### src/rtl/alu_ctrl_fsm.sv
// Multicycle main-control FSM: sequences fetch/decode/execute for add, sub, and, addi, beq, j
// and drives the datapath enables plus the ALU-control mux inputs as pure Moore outputs.
module alu_ctrl_fsm #(
  parameter int unsigned FETCH_WAIT = 1
) (
  input  logic       clk,
  input  logic       reset,
  input  logic [5:0] opcode,
  input  logic [5:0] funct,
  input  logic       zero,
  input  logic       overflow,
  output logic [2:0] ALU_op,
  output logic [1:0] alu_ctrl_sel,
  output logic       alu_src_a,
  output logic [1:0] alu_src_b,
  output logic [1:0] pc_source,
  output logic       pc_write,
  output logic       pc_write_cond,
  output logic       mem_read,
  output logic       ir_write,
  output logic       ab_write,
  output logic       aluout_write,
  output logic       reg_write,
  output logic       reg_dst,
  output logic [1:0] exc_code,
  output logic [3:0] state_out
);

  typedef enum logic [3:0] {
    S_RESET     = 4'd0,
    S_FETCH_RD  = 4'd1,
    S_FETCH_WT  = 4'd2,
    S_FETCH_IR  = 4'd3,
    S_DECODE    = 4'd4,
    S_R_EXEC    = 4'd5,
    S_R_WB      = 4'd6,
    S_ADDI_EXEC = 4'd7,
    S_ADDI_WB   = 4'd8,
    S_BEQ       = 4'd9,
    S_JUMP      = 4'd10,
    S_HALT      = 4'd11
  } state_t;

  localparam logic [2:0] WAIT_CNT = 3'(FETCH_WAIT);

  localparam logic [5:0] OP_RTYPE = 6'h00;
  localparam logic [5:0] OP_ADDI  = 6'h08;
  localparam logic [5:0] OP_BEQ   = 6'h04;
  localparam logic [5:0] OP_J     = 6'h02;
  localparam logic [5:0] FN_ADD   = 6'h20;
  localparam logic [5:0] FN_SUB   = 6'h22;
  localparam logic [5:0] FN_AND   = 6'h24;

  state_t     state_reg, state_next;
  logic [2:0] cnt_reg, cnt_next;
  logic [1:0] exc_reg, exc_next;

  // The branch decision lives in the datapath (pc_write_cond & zero), not here.
  logic unused_zero;
  assign unused_zero = zero;

  always_ff @(posedge clk) begin
    if (reset) begin
      state_reg <= S_RESET;
      cnt_reg   <= 3'd0;
      exc_reg   <= 2'b00;
    end else begin
      state_reg <= state_next;
      cnt_reg   <= cnt_next;
      exc_reg   <= exc_next;
    end
  end

  always_comb begin
    state_next = state_reg;
    cnt_next   = cnt_reg;
    exc_next   = exc_reg;
    case (state_reg)
      S_RESET: state_next = S_FETCH_RD;
      S_FETCH_RD: begin
        if (WAIT_CNT == 3'd0) begin
          state_next = S_FETCH_IR;
        end else begin
          state_next = S_FETCH_WT;
          cnt_next   = 3'd1;
        end
      end
      S_FETCH_WT: begin
        if (cnt_reg == WAIT_CNT) begin
          state_next = S_FETCH_IR;
          cnt_next   = 3'd0;
        end else begin
          cnt_next = cnt_reg + 3'd1;
        end
      end
      S_FETCH_IR: state_next = S_DECODE;
      S_DECODE: begin
        if (opcode == OP_RTYPE &&
            (funct == FN_ADD || funct == FN_SUB || funct == FN_AND)) begin
          state_next = S_R_EXEC;
        end else if (opcode == OP_ADDI) begin
          state_next = S_ADDI_EXEC;
        end else if (opcode == OP_BEQ) begin
          state_next = S_BEQ;
        end else if (opcode == OP_J) begin
          state_next = S_JUMP;
        end else begin
          state_next = S_HALT;
          exc_next   = 2'b01;
        end
      end
      S_R_EXEC: begin
        // A logical and cannot overflow, so the flag is only honoured for add/sub.
        if (overflow && funct != FN_AND) begin
          state_next = S_HALT;
          exc_next   = 2'b10;
        end else begin
          state_next = S_R_WB;
        end
      end
      S_ADDI_EXEC: begin
        if (overflow) begin
          state_next = S_HALT;
          exc_next   = 2'b10;
        end else begin
          state_next = S_ADDI_WB;
        end
      end
      S_R_WB, S_ADDI_WB, S_BEQ, S_JUMP: state_next = S_FETCH_RD;
      S_HALT: state_next = S_HALT;
      default: state_next = S_RESET;
    endcase
  end

  always_comb begin
    ALU_op        = 3'b000;
    alu_ctrl_sel  = 2'b00;
    alu_src_a     = 1'b0;
    alu_src_b     = 2'b00;
    pc_source     = 2'b00;
    pc_write      = 1'b0;
    pc_write_cond = 1'b0;
    mem_read      = 1'b0;
    ir_write      = 1'b0;
    ab_write      = 1'b0;
    aluout_write  = 1'b0;
    reg_write     = 1'b0;
    reg_dst       = 1'b0;
    case (state_reg)
      S_FETCH_RD: begin
        mem_read  = 1'b1;
        alu_src_b = 2'b01;
        ALU_op    = 3'b001;
      end
      S_FETCH_WT: mem_read = 1'b1;
      S_FETCH_IR: begin
        ir_write  = 1'b1;
        pc_write  = 1'b1;
        alu_src_b = 2'b01;
        ALU_op    = 3'b001;
      end
      S_DECODE: begin
        ab_write     = 1'b1;
        aluout_write = 1'b1;
        alu_src_b    = 2'b11;
        ALU_op       = 3'b001;
      end
      S_R_EXEC: begin
        alu_src_a    = 1'b1;
        alu_ctrl_sel = 2'b01;
        aluout_write = 1'b1;
      end
      S_R_WB: begin
        reg_write = 1'b1;
        reg_dst   = 1'b1;
      end
      S_ADDI_EXEC: begin
        alu_src_a    = 1'b1;
        alu_src_b    = 2'b10;
        ALU_op       = 3'b001;
        aluout_write = 1'b1;
      end
      S_ADDI_WB: reg_write = 1'b1;
      S_BEQ: begin
        alu_src_a     = 1'b1;
        ALU_op        = 3'b010;
        pc_write_cond = 1'b1;
        pc_source     = 2'b01;
      end
      S_JUMP: begin
        pc_write  = 1'b1;
        pc_source = 2'b10;
      end
      default: ;
    endcase
  end

  assign exc_code  = exc_reg;
  assign state_out = state_reg;

endmodule

### config.mk
export PLATFORM = sky130hd
export DESIGN_NAME = alu_ctrl_fsm
export DESIGN_NICKNAME = d
export VERILOG_FILES = /design/src/rtl/alu_ctrl_fsm.sv
export SDC_FILE = /design/constraint.sdc
export NUM_CORES = 1
export LEC_CHECK = 0
export BUFFER_PORTS_ARGS = -buffer_cell sky130_fd_sc_hd__buf_2
export CAP_MARGIN = 10
export CORE_MARGIN = 3
export CORE_UTILIZATION = 48
export CTS_CLUSTER_SIZE = 24
export DETAILED_ROUTE_END_ITERATION = 10
export PLACE_DENSITY = 0.83
export SYNTH_ARGS = -nofsm -noshare
export SYNTH_HDL_FRONTEND = slang
export SYNTH_SLANG_ARGS = --single-unit
### constraint.sdc
create_clock -name clk -period 2.84 [get_ports clk]
set_clock_uncertainty 0.05 [all_clocks]
set_input_delay 0.284 -clock clk [delete_from_list [all_inputs] [get_ports clk]]
set_output_delay 0.284 -clock clk [all_outputs]
set_load 0.005 [all_outputs]
[Word-level counts from Yosys, hierarchy flattened]
Index checks and enable logic that the tools add are counted.
Storage, ports and cells
  bits in registers: 9
  input bits: 16
  logic and storage cells: 77
Operators by class
  add/subtract/negate cells: 1
  equal/unequal tests: 26
  multiplexer cells: 30
  reductions and logical operators: 17
Operator list (count)
  $pmux W4 S8: 1
  $eq A6 B6 Y1 const B: 3
  $eq A4 B3 Y1 const B: 4
  $eq A4 B4 Y1 const B: 4
  $mux W2: 8
  $mux W4: 4
  $ne A2 B2 Y1 const B: 7
  $pmux W2 S3: 2
  $mux W1: 11
  $eq A4 B2 Y1 const B: 2
  $pmux W2 S2: 2
  $reduce_or A2 Y1: 4
  $reduce_and A7 Y1: 1
  $eq A6 B2 Y1 const B: 1
  $eq A6 B3 Y1 const B: 1
  $eq A6 B4 Y1 const B: 1
  $logic_not A6 Y1: 1
  $ne A6 B6 Y1 const B: 1
  $pmux W3 S2: 1
  $reduce_or A3 Y1: 2
  $reduce_or A5 Y1: 1
  $eq A4 B1 Y1 const B: 1
  $logic_not A4 Y1: 1
  $reduce_or A4 Y1: 1
  other kinds (7): 9

[Depth between registers and ports, before layout]
Gate-level depths: netlist (run 1).
  depth after elaboration: 6
  mapped depth: 6
  mapped depth without buffers: 5

[Worst setup path after synthesis (run 1)]
Ideal clock, no wire load.
  path type: reg-to-reg
  from: register state_reg[0] (netlist: state_out[0])
  to: register exc_reg[0] (netlist: exc_code[0])
  data arrival time: 1456 ps
  data required time: 2669 ps
  slack: 1213 ps
  stages on the path, launching flop included: 6
  buffers on the path: 1
  path through: dfxtp_1 -> buf_8 -> nand2_1 -> a221o_1 -> a211oi_2 -> mux2_4
Between the ends
  longest elaborated chain between the ends: 3
  elaborated cells between the ends (all ways): 12
  classes of those cells: 9 x eq/ne; 1 x mux; 2 x reduce/logical
RTL lines
  from (decl): RTL line 54  | state_t state_reg, state_next;
  from (signal assigned): RTL line 68  | state_reg <= state_next;
  $eq A4 B3 Y1: RTL line 78  | case (state_reg)
  $ne A2 B2 Y1 (no line) / $reduce_bool A3 Y1 (equally long branches)
  $reduce_and A7 Y1 (no line)
  to (signal assigned): RTL line 70  | exc_reg <= exc_next;
  to (decl): RTL line 56  | logic [1:0] exc_reg, exc_next;
Parallel ways exist; a longest one is shown, timed or not.
A chain may end at the register's enable or synchronous reset.

[Worst setup path in the final report (run 1)]
  from: register state_reg[2] (netlist: state_out[2])
  to: output port alu_src_b[0]
Between the ends
  longest elaborated chain between the ends: 3
  elaborated cells between the ends (all ways): 6
  classes of those cells: 4 x eq/ne; 1 x mux; 1 x reduce/logical
RTL lines
  $eq A4 B2 Y1 / $eq A4 B1 Y1 (equally long branches): RTL line 149  | case (state_reg)
  $reduce_or A2 Y1 (no line)
  $pmux W2 S3 (*): RTL line 149
  to (decl): RTL line 15  | output logic [1:0] alu_src_b,
Mark *: on every way between the ends. The rest lies on a longest branch, timed or not.

==> flow_metrics.env, run 1 <==
export IMPL_synthToLayoutAreaGrowth_pct=19.7
export IMPL_globalRoute_totalOverflow=0
export IMPL_synth_top_family_by_area="simple AND/OR/NAND/NOR gates"
export IMPL_required_ns=2.51
export IMPL_yosysWarnings=0
export IMPL_dieArea_sq_um=2220
export IMPL_hold_viol=0
export IMPL_ant_nets=0
export IMPL_syn_area_per_cell_sq_um=7.38
export IMPL_layout_common_cells="buf_2 (36), nor2_1 (15), a21oi_1 (12)"
export IMPL_fp_coreArea_sq_um=1540
export IMPL_gp_congestion=0.783
export IMPL_vias=893
export IMPL_regToRegSetupSlack_ns=0.79
export IMPL_htreeDepth=1
export IMPL_synthAdderAreaFrac_pct=0
export IMPL_grtUsageMet1_pct=26.7
export IMPL_cts_root_buffer="clkbuf_4"
export IMPL_worst_setup_path_type="reg2out"
export IMPL_io_buffers=36
export IMPL_fin_cells=157
export IMPL_max_freq_mhz=489
export IMPL_endpoint_kind="primary output"
export IMPL_post_route_min_period_ns=2.05
export IMPL_setup_viol=0
export IMPL_start_kind="register"
export IMPL_seq_area_sq_um=180
export IMPL_powerDensity_nw_per_um2=454
export IMPL_drc_errors=0
export IMPL_antenna_cells=0
export IMPL_ios=40
export IMPL_fill_cells=156
export IMPL_wl_per_cell_um=13.4
export IMPL_cts_resized=0
export IMPL_ys_seq_elements=9
export IMPL_dp_hpwl_um=1590
export IMPL_largest_reg_flops=4
export IMPL_critPathMaxFanout=17
export IMPL_grt_pass1_wl_um=3440
export IMPL_worst_skew_pair_late_latency_ns=0.26
export IMPL_syn_inst=110
export IMPL_leakagePower_uw=0.000468
export IMPL_multi_input_area_sq_um=543
export IMPL_drt_total_wl_um=2100
export IMPL_slew_headroom_pct=55.4
export IMPL_synth_seq_area_share_pct=22.2
export IMPL_grt_total_usage_pct=21.2
export IMPL_busiest_layer="met2"
export IMPL_ctsHoldBuffers=0
export IMPL_syn_area_sq_um=812
export IMPL_use_met3_pct=3.83
export IMPL_clockBufferDepth=2
export IMPL_grt_max_degree=21
export IMPL_synthSimpleGateAreaFrac_pct=36.8
export IMPL_fp_dieH_um=47.1
export IMPL_finalCritPeriodShare_pct=72.0
export IMPL_grt_pass1_vias=788
export IMPL_layout_drive_gt1_share_pct=36.2
export IMPL_fin_setup_tns_ns=0
export IMPL_antenna_found_initial=0
export IMPL_start_util_pct=52.7
export IMPL_nets=158
export IMPL_slew_violations=0
export IMPL_cts_tree="done"
export IMPL_dp_cells=153
export IMPL_synth_compound_area_share_pct=23.9
export IMPL_grt_setup_unrepaired="false"
export IMPL_synthMuxAreaShare_pct=3.08
export IMPL_clk_pin_slew_ns=0.06
export IMPL_die_w_um=47.1
export IMPL_vdd_drop_max_uv=331
export IMPL_tightest_slew_ns=0.668
export IMPL_maxCapViolations=0
export IMPL_cts_sinks=9
export IMPL_drtIter0Drc=19
export IMPL_met2_usage_pct=36.0
export IMPL_numCtsBuffers=3
export IMPL_firstDrtPassIters=4
export IMPL_synth_xor_area_share_pct=2.16
export IMPL_ys_types=43
export IMPL_hold_depth=2
export IMPL_reg2regPathDepth=4
export IMPL_cts_setup_buffers=0
export IMPL_hp_class="in2reg"
export IMPL_rows=14
export IMPL_status="complete, no violations"
export IMPL_final_common_cell="buf_2"
export IMPL_worstPathArrival_ns=1.71
export IMPL_viasPerCell=5.69
worst max-delay path, stage by stage (launching register included):
cell and delay [ns]:
dfxtp_1 0.68, inv_2 0.10, or3_1 0.38, a21oi_1 0.15
buf_2 0.14
Yosys cell counts (all sizes together):
cell    number  share of area, %
a211oi       3               3.4
a21oi       12               7.4
a221o        1               1.2
a31o         1               1.1
a31oi        2               1.5
and2         1              0.77
and2b        2               2.3
and3         1              0.77
buf          9               8.2
clkbuf       1              0.46
conb         1              0.46
dfxtp        9                22
inv          6               2.8
mux2         1               1.8
mux2i        1               1.2
nand2       10               4.6
nand2b       5               3.9
nand4b       1               1.1
nor2        15               6.9
nor2b        1              0.77
nor3         6               6.3
nor3b        3               2.8
nor4         1              0.77
nor4b        1               2.9
o21ai        6               3.7
o221a        1               1.4
o22a         1               1.1
o22ai        1              0.77
o2bb2a       1               1.2
o31a         1               1.1
or2          1              0.77
or3          1              0.77
or4          1               1.4
xnor2        2               2.2
logic make-up (layout without fill, tap and decap cells):
family                 count (synthesis)  in the layout
XOR/XNOR                               2              2
flip-flops                             9              9
multiplexers                           2              2
AND/OR/NAND/NOR                       50             50
buffers and inverters                 16             46
AO/OA/AOI/OAI                         30             30
other                                  1              2
final cells by class:
cell class                      count  share of cell area, %
Tap cell                           16                   2.06
Timing Repair Buffer               36                   18.5
Clock buffer                        4                   2.70
Sequential cell                     9                   18.5
Inverter                            6                   2.32
Multi-Input combinational cell     86                   55.9
per-stage QoR:
stage	setup WS (ns)	cell area [sq um]	hold slack [ns]	utilization, %	power [uW]
2_1_floorplan	1.21	816	0.415	-	294
3_3_place_gp	0.877	946	0.407	61.4	336
3_5_place_dp	0.829	946	0.418	61.4	342
4_1_cts	0.790	972	0.242	63.1	444
5_1_grt	0.651	972	0.269	63.1	474
6_report	0.795	972	0.250	63.1	441
routing by layer:
metal	vias to the layer above	wire [um]
met3	6	142
li1	448	-
met4	0	38
met2	39	1010
met5	-	0
met1	400	913
final timing paths:
check	start	to
worst max-delay path	state_out[2]	alu_src_b[0]
worst min-delay path	reset	state_out[1]
worst max register to register	state_out[2]	exc_code[0]
worst min register to register	exc_code[1]	exc_code[1]
where the power goes:
group          internal (uW)  total [uW]  leakage (uW)  switching (uW)
registers                139         179     0.0000735            40.5
logic                   78.7         162      0.000380            83.6
clock network           54.2        99.9     0.0000150            45.7
(Power assumes the default switching activity.)
==> run 2: changes to the inputs <==
CORE_UTILIZATION = 40   (was 48)
PLACE_DENSITY = 0.74   (was 0.83)
clock period = 1.78 ns   (was 2.84 ns; I/O delays follow)
==> flow_metrics.env, run 2 (synthesized netlist as in run 1, its figures left out) <==
export IMPL_hold_viol=0
export IMPL_grt_total_usage_pct=17.6
export IMPL_switching_share_pct=38.0
export IMPL_drc_errors=0
export IMPL_drt_total_wl_um=2190
export IMPL_leakagePower_uw=0.000499
export IMPL_fin_setup_tns_ns=0
export IMPL_ant_nets=0
export IMPL_cts_sinks=9
export IMPL_clockBufferDepth=2
export IMPL_vias=898
export IMPL_finalCritPeriodShare_pct=95.7
export IMPL_maxCapViolations=0
export IMPL_dp_hpwl_um=1720
export IMPL_p_switching_uw=281
export IMPL_grt_pass1_wl_um=3580
export IMPL_layout_common_cells="buf_2 (36), nor2_1 (14), a21oi_1 (10)"
export IMPL_cts_setup_buffers=0
export IMPL_grt_max_degree=14
export IMPL_grt_pass1_vias=824
export IMPL_antenna_found_initial=0
export IMPL_wl_per_cell_um=12.8
export IMPL_fp_dieH_um=51.1
export IMPL_post_route_min_period_ns=1.70
export IMPL_layout_drive_gt1_share_pct=42.5
export IMPL_cts_root_buffer="clkbuf_4"
export IMPL_start_kind="register"
export IMPL_worst_setup_path_type="reg2out"
export IMPL_start_util_pct=44.6
export IMPL_dieArea_sq_um=2610
export IMPL_path_cells="buf_6 -> inv_2 -> or3_4 -> a21oi_2 -> buf_2"
export IMPL_critPathMaxFanout=10
export IMPL_numCtsBuffers=3
export IMPL_largest_reg_flops=4
export IMPL_vdd_drop_max_uv=463
export IMPL_slowest_stage="or3_4"
export IMPL_fin_util_pct=57.8
export IMPL_status="complete, no violations"
export IMPL_powerDensity_nw_per_um2=702
export IMPL_setup_viol=0
export IMPL_io_buffers=36
export IMPL_max_freq_mhz=587
export IMPL_synthToLayoutAreaGrowth_pct=29.6
export IMPL_hp_class="in2reg"
export IMPL_rows=15
export IMPL_worst_skew_pair_late_latency_ns=0.26
export IMPL_viasPerCell=5.25
export IMPL_htreeDepth=1
export IMPL_slew_violations=0
export IMPL_final_common_cell="buf_2"
export IMPL_required_ns=1.55
export IMPL_grt_setup_unrepaired="false"
export IMPL_crit_family="simple AND/OR/NAND/NOR gates"
export IMPL_design_area_sq_um=1050
export IMPL_cts_tree="done"
export IMPL_ctsHoldBuffers=0
export IMPL_nets=163
export IMPL_clk_pin_slew_ns=0.06
export IMPL_gp_congestion=0.814
export IMPL_antenna_cells=0
export IMPL_worstPathArrival_ns=1.47
export IMPL_pwr_share_seq_pct=34.9
export IMPL_critPathBufInv=3
export IMPL_die_w_um=51.1
export IMPL_firstDrtPassIters=4
export IMPL_endpoint_kind="primary output"
export IMPL_clkPwrFrac_pct=20.6
export IMPL_post_dp_cell_area_sq_um=1000
export IMPL_pwr_share_comb_pct=44.5
export IMPL_worst_path_largest_cell_delay_ns=0.38
export IMPL_ios=40
export IMPL_drtIter0Drc=14
export IMPL_globalRoute_totalOverflow=0
export IMPL_fp_coreArea_sq_um=1820
export IMPL_p_int_uw=458
==> run 2: cell count changes in the layout (fill, tap and decap cells not counted), sizes merged <==
cell	before	now
buf	36	41
==> run 2: through the flow <==
stage          total power (uW)  hold slack (ns)  setup WS, ns  std cells
4_1_cts                     729            0.151        0.0211        172
2_1_floorplan               470            0.406         0.153        111
3_3_place_gp                563            0.406         0.142        168
5_1_grt                     794            0.184       0.00588        171
3_5_place_dp                572            0.428         0.121        168
6_report                    739            0.160        0.0774        171
==> run 2: final cells by class <==
cell class	instances	area (sq um)
Clock buffer	4	26.3
Fill cell	188	768
Inverter	6	22.5
Multi-Input combinational cell	86	566
Sequential cell	9	181
Tap cell	25	31.3
Timing Repair Buffer	41	225
==> run 2: worst reg2reg max path, stage by stage (launching register included) <==
cell and delay, ns:
dfxtp_2 0.46, nand2_1 0.08, a221o_1 0.36, a211oi_2 0.29
mux2_4 0.33
==> run 2: power by group through the flow <==
stage	registers (uW)	clock network [uW]	logic, uW
2_1_floorplan	249	0	221
3_3_place_gp	248	0	316
3_5_place_dp	249	0	323
4_1_cts	245	157	327
5_1_grt	262	168	365
6_report	258	152	329
==> run 2: routing by layer <==
layer	share of wire (%)	vias to the layer above	track usage, %	wire [um]
met1	45	412	22.9	987
met5	0	-	0	0
met3	5.0	4	2.33	110
met2	49	28	29.4	1080
li1	-	454	-	-
met4	0.68	0	6.28	15
==> run 2: repair_timing <==
| item | in CTS | in global routing |
|---|---|---|
| setup endpoints to repair | 1 | 9 |
| pin swaps | 1 | 0 |
| resized for setup | 1 | 8 |
==> run 2: worst paths after layout <==
path                 from           end  slack (ns)  cells after the start
max          state_out[2]  alu_src_b[0]        0.08                      5
min                 reset  state_out[1]        0.16                      2
max reg2reg  state_out[0]   exc_code[0]        0.09                      4
min reg2reg   exc_code[1]   exc_code[1]        0.45                      2
